File: src/rtl/ika9958_cpu_regwr.sv
// CPU port 1/2/3 write decoder for the VDP.
// Turns byte-pair and indirect writes into register, VRAM address and palette strobes.
module ika9958_cpu_regwr #(
   parameter int NREG = 47
) (
   input  logic        i_CLK,
   input  logic        i_RST,
   input  logic        i_WR,
   input  logic        i_RD,
   input  logic [1:0]  i_PORT,
   input  logic [7:0]  i_DIN,
   output logic        o_REG_WE,
   output logic [5:0]  o_REG_ADDR,
   output logic [7:0]  o_REG_DATA,
   output logic        o_VA_WE,
   output logic [13:0] o_VA,
   output logic        o_VA_WR,
   output logic        o_PAL_WE,
   output logic [3:0]  o_PAL_ADDR,
   output logic [8:0]  o_PAL_DATA
);

   localparam logic P_FIRST  = 1'b0;
   localparam logic P_SECOND = 1'b1;
   localparam logic [6:0] NREG_W = 7'(NREG);

   logic       p1_phase;
   logic       p2_phase;
   logic [7:0] p1_latch;
   logic [7:0] p2_latch;
   logic [7:0] r17;
   logic [3:0] pal_idx;

   logic       rw_req;
   logic       rw_ok;
   logic [5:0] rw_addr;
   logic [7:0] rw_data;

   // Both register-write sources share one strobe; only one port is active per cycle.
   always_comb begin
      rw_req  = 1'b0;
      rw_addr = 6'd0;
      rw_data = 8'd0;
      if (i_WR && i_PORT == 2'd1 && p1_phase == P_SECOND && i_DIN[7]) begin
         rw_req  = 1'b1;
         rw_addr = i_DIN[5:0];
         rw_data = p1_latch;
      end else if (i_WR && i_PORT == 2'd3 && r17[5:0] != 6'd17) begin
         rw_req  = 1'b1;
         rw_addr = r17[5:0];
         rw_data = i_DIN;
      end
   end

   assign rw_ok = rw_req && ({1'b0, rw_addr} < NREG_W);

   always_ff @(posedge i_CLK) begin
      if (i_RST) begin
         o_REG_WE   <= 1'b0;
         o_REG_ADDR <= 6'd0;
         o_REG_DATA <= 8'd0;
         o_VA_WE    <= 1'b0;
         o_VA       <= 14'd0;
         o_VA_WR    <= 1'b0;
         o_PAL_WE   <= 1'b0;
         o_PAL_ADDR <= 4'd0;
         o_PAL_DATA <= 9'd0;
         p1_phase   <= P_FIRST;
         p2_phase   <= P_FIRST;
         p1_latch   <= 8'd0;
         p2_latch   <= 8'd0;
         r17        <= 8'd0;
         pal_idx    <= 4'd0;
      end else begin
         o_REG_WE <= 1'b0;
         o_VA_WE  <= 1'b0;
         o_PAL_WE <= 1'b0;

         if (rw_ok) begin
            o_REG_WE   <= 1'b1;
            o_REG_ADDR <= rw_addr;
            o_REG_DATA <= rw_data;
         end

         if (i_WR) begin
            case (i_PORT)
               2'd1: begin
                  if (p1_phase == P_FIRST) begin
                     p1_latch <= i_DIN;
                     p1_phase <= P_SECOND;
                  end else begin
                     p1_phase <= P_FIRST;
                     if (!i_DIN[7]) begin
                        o_VA_WE <= 1'b1;
                        o_VA    <= {i_DIN[5:0], p1_latch};
                        o_VA_WR <= i_DIN[6];
                     end
                  end
               end
               2'd2: begin
                  if (p2_phase == P_FIRST) begin
                     p2_latch <= i_DIN;
                     p2_phase <= P_SECOND;
                  end else begin
                     p2_phase   <= P_FIRST;
                     o_PAL_WE   <= 1'b1;
                     o_PAL_ADDR <= pal_idx;
                     o_PAL_DATA <= {p2_latch[6:4], i_DIN[2:0], p2_latch[2:0]};
                     pal_idx    <= pal_idx + 4'd1;
                  end
               end
               2'd3: begin
                  if (!r17[7])
                     r17[5:0] <= r17[5:0] + 6'd1;
               end
               default: ;
            endcase
         end else if (i_RD && i_PORT == 2'd1) begin
            p1_phase <= P_FIRST;
         end

         // Register side effects come last so they win over the port logic above.
         if (rw_ok && rw_addr == 6'd17)
            r17 <= rw_data;
         if (rw_ok && rw_addr == 6'd16) begin
            pal_idx  <= rw_data[3:0];
            p2_phase <= P_FIRST;
         end
      end
   end

endmodule

File: config.mk
export PLATFORM = sky130hd
export DESIGN_NAME = ika9958_cpu_regwr
export DESIGN_NICKNAME = d
export VERILOG_FILES = /design/src/rtl/ika9958_cpu_regwr.sv
export SDC_FILE = /design/constraint.sdc
export NUM_CORES = 1
export LEC_CHECK = 0
export ABC_AREA = 0
export BUFFER_PORTS_ARGS = -buffer_cell sky130_fd_sc_hd__buf_2
export CORE_MARGIN = 4
export CORE_UTILIZATION = 58
export CTS_BUF_LIST = sky130_fd_sc_hd__clkbuf_2 sky130_fd_sc_hd__clkbuf_4 sky130_fd_sc_hd__clkbuf_8
export CTS_CLUSTER_DIAMETER = 30
export DETAILED_ROUTE_END_ITERATION = 6
export GPL_ROUTABILITY_DRIVEN = 0
export GPL_TIMING_DRIVEN = 0
export PLACE_DENSITY_LB_ADDON = 0.2
export SETUP_SLACK_MARGIN = 0.2
export SYNTH_ARGS = -nofsm -noshare
export SYNTH_HDL_FRONTEND = slang
export SYNTH_SLANG_ARGS = --single-unit
File: constraint.sdc
create_clock -name i_CLK -period 2 [get_ports i_CLK]
set_input_delay 0.4 -clock i_CLK [delete_from_list [all_inputs] [get_ports i_CLK]]
set_output_delay 0.4 -clock i_CLK [all_outputs]
set_load 0.01 [all_outputs]
==> flow_metrics.py <==
metrics = {
    "grt": {
        "grt_pass1_vias": 2724,
        "top_usage_layer": "met2",
        "met1_usage_pct": 33.02,
        "grt_overflow": 0,
        "met2_usage_pct": 38.85,
        "grt_max_degree": 14,
        "track_usage_pct": 24.74,
        "grt_pass1_wl_um": 13810,
        "grt_antenna_before_repair": 0,
        "use_met3_pct": 6.349,
    },
    "routing": {
        "ant_nets": 0,
        "drc": 0,
        "routedWlPerCell_um": 17.81,
        "drt_iter0_markers": 289,
        "first_pass_iters": 6,
        "num_vias": 3073,
        "wl_um": 9207,
        "vias_per_cell": 5.944,
    },
    "clocking": {
        "clock_latency_ns": 0.35,
        "clkTransAtPathRegs_ns": 0.08,
        "clock_sinks": 72,
        "cts_htree_levels": 3,
        "ctsHoldBuffers": 0,
        "clk_path_buf_depth": 2,
        "clockRootBuffer": "clkbuf_8",
        "cts_tree": "yes",
        "numCtsBuffers": 9,
    },
    "cells_and_area": {
        "fin_nets": 457,
        "layout_common_cells": "dfxtp_1, buf_2, nand2_1",
        "area_delta_synth_final_pct": 25.51,
        "antenna_cells": 0,
        "drive_above_1_share_pct": 32.58,
        "final_common_cell": "dfxtp_1",
    },
    "yosys": {
        "ys_seq_area_share_pct": 43.94,
        "synthArstFlopShare_pct": 0,
        "syn_avg_cell_area_sq_um": 9.063,
        "synth_edf_count": 0,
        "syn_inst": 362,
        "ys.flop_type": "dfxtp_1",
        "synthesis.nets": 379,
        "synth-seq-cells": 72,
        "ys_types": 57,
        "netlist_area_sq_um": 3281,
        "yosys_warnings": 0,
    },
    "sta": {
        "timing.setup.tns_ns": 0,
        "slew_headroom_pct": 43.78,
        "rsz0062_at_grt": "true",
        "period_needed_ns": 1.841,
        "fin_crit_sh_pct": 92.04,
        "slew_violations": 0,
        "worst_slew_pin_slew_ns": 0.8368,
        "setup_viol": 0,
        "fmax_mhz": 543.2,
        "clock_skew_ns": 0.007216,
        "final.setup.worst_slack_ns": 0.1592,
        "hold_viol": 0,
    },
    "setup_path": {
        "path_delay_family": "compound AO/OA/AOI/OAI gates",
        "r2r_end": "o_REG_DATA[1]",
        "crit_top_cell": "nor3_1",
        "required_ns": 2.22,
        "worstSetupPathDepth": 8,
        "cp_num_buf_inv": 2,
        "path_class": "flip-flop to flip-flop",
        "path_cells": "inv_2, ha_4, nand3b_4, o31ai_4, o22ai_4, buf_4, nor3_1, nor3_1",
        "endpoint_kind": "flip-flop",
        "cp_slowest_stage_delay_ns": 0.35,
        "r2r_cells": 8,
        "worstPathArrival_ns": 2.06,
        "reg2reg_slack_ns": 0.16,
        "rr_startpoint": "r17[1]",
        "cpMaxStageDelayCell": "dfxtp_4",
        "cp-start-kind": "flip-flop",
        "path_max_fanout": 10,
    },
    "die": {
        "die_area_sq_um": 6924,
        "core-area_sq_um": 5507,
        "ios": 59,
        "rows": 27,
        "start_util_pct": 59.58,
        "die_w_um": 83.21,
        "die_y_um": 83.21,
    },
    "min_path": {
        "holdPathStages": 3,
        "min_from": "i_DIN[6]",
        "hp-class": "input port to flip-flop",
        "hold_end": "p1_latch[6]",
    },
    "placement": {
        "post-dp-hpwl_um": 5885,
        "dp_slack_ns": -0.1378,
        "portBuffers": 55,
    },
    "outcome": {
        "status": "finished clean",
    },
    "pwr": {
        "p_leak_nw": 1.728,
        "peakVddDrop_mv": 0.5690,
        "p_per_area_nw_per_um2": 750.5,
    },
    "job": {
        "maxCapViolCount": 0,
    },
}
[report_power, final]
group          internal (W)  total (W)  switching, W  leakage, nW
Sequential          0.00146    0.00148     0.0000211        0.586
Clock              0.000743    0.00132      0.000578        0.113
Combinational      0.000106   0.000286      0.000179         1.03
[stage by stage]
stage	area (sq um)	power (W)	hold slack [ns]	util, %	std cells
2_1_floorplan	3281	0.001673	0.4312	-	362
3_3_place_gp	3646	0.001753	0.4416	66.21	489
3_5_place_dp	3646	0.001760	0.4450	66.21	489
4_1_cts	3963	0.003063	0.3199	71.96	509
5_1_grt	4118	0.003203	0.3321	74.78	517
6_report	4118	0.003090	0.3356	74.78	517
[timing repair]
| item | CTS | global route |
|---|---|---|
| pin swaps | 4 | 8 |
| setup endpoints to repair | 25 | 20 |
| gates resized for setup | 17 | 19 |
| gates cloned | 0 | 1 |
| buffers inserted | 4 | 7 |
[final cells by class]
| class | count | area, sq um |
|---|---|---|
| repair buffers | 66 | 361.6 |
| flip-flops and latches | 72 | 1451 |
| fillers | 395 | 1389 |
| clock inverters | 6 | 90.09 |
| inverters | 5 | 18.77 |
| plain buffers | 24 | 131.4 |
| well taps | 72 | 90.09 |
| clock buffers | 10 | 137.6 |
| multi-input cells | 262 | 1837 |
[worst max-delay path by stage]
stage / from / endpoint / slack [ns]
6_report: r17[1] / o_REG_DATA[1] / 0.16
5_1_grt: r17[1] / o_REG_DATA[6] / 0.06
3_5_place_dp: r17[0] / pal_idx[0] / -0.14
3_3_place_gp: r17[0] / pal_idx[0] / -0.09
2_1_floorplan: i_PORT[0] / pal_idx[3] / 0.20
4_1_cts: r17[1] / o_REG_DATA[4] / 0.18
[flip-flops by register name, summed over array words and instances, names as in the netlist]
name / flops
o_REG_WE: 1
o_VA_WR: 1
pal_idx: 4
o_REG_DATA: 8
p2_phase: 1
o_REG_ADDR: 6
o_VA_WE: 1
p2_latch: 6
p1_phase: 1
p1_latch: 8
o_PAL_WE: 1
o_VA: 14
o_PAL_ADDR: 4
r17: 7
o_PAL_DATA: 9
[routing by layer]
metal	wire length (um)	share of wire, %	up-vias
met5	0	0	-
met4	294	3.2	0
met3	864	9.4	35
met2	4254	46	157
met1	3793	41	1455
li1	-	-	1426
[worst min-delay path, stage by stage]
cell and delay [ns]:
buf_2 0.13, nand2_1 0.06, a21oi_1 0.05
[cells by family after synthesis]
kind of cell             Yosys count  share of synthesized area, %
AND/OR/NAND/NOR                  152                         22.62
flip-flops                        72                         43.94
AO/OA/AOI/OAI                     69                         15.56
buffers and inverters             29                         4.538
multiplexers                      29                         10.07
XOR/XNOR                           8                         2.136
adder cells (fa/ha/maj)            3                         1.144
[cells in the mapped netlist, drive strengths merged (2+ instances only)]
cell type / count / area share [%]
nor2: 41 / 4.9
a22oi: 4 / 1.3
dfxtp: 72 / 44
a22o: 4 / 1.1
nand2: 61 / 7.7
clkbuf: 12 / 1.4
a222oi: 3 / 0.92
a21oi: 33 / 5.0
and4b: 2 / 0.61
mux2: 7 / 3.0
nand4: 3 / 0.76
and2: 3 / 0.61
nand3b: 2 / 0.57
o31ai: 2 / 0.88
o21ai: 5 / 0.76
and3: 4 / 0.76
nand3: 7 / 1.1
o32ai: 2 / 0.99
ha: 3 / 1.1
mux2i: 22 / 7.1
a211oi: 7 / 1.6
buf: 12 / 2.6
inv: 5 / 0.57
xor2: 3 / 0.80
nor3: 22 / 3.5
xnor2: 5 / 1.3
Note: power is estimated with default switching activity, not from simulation.
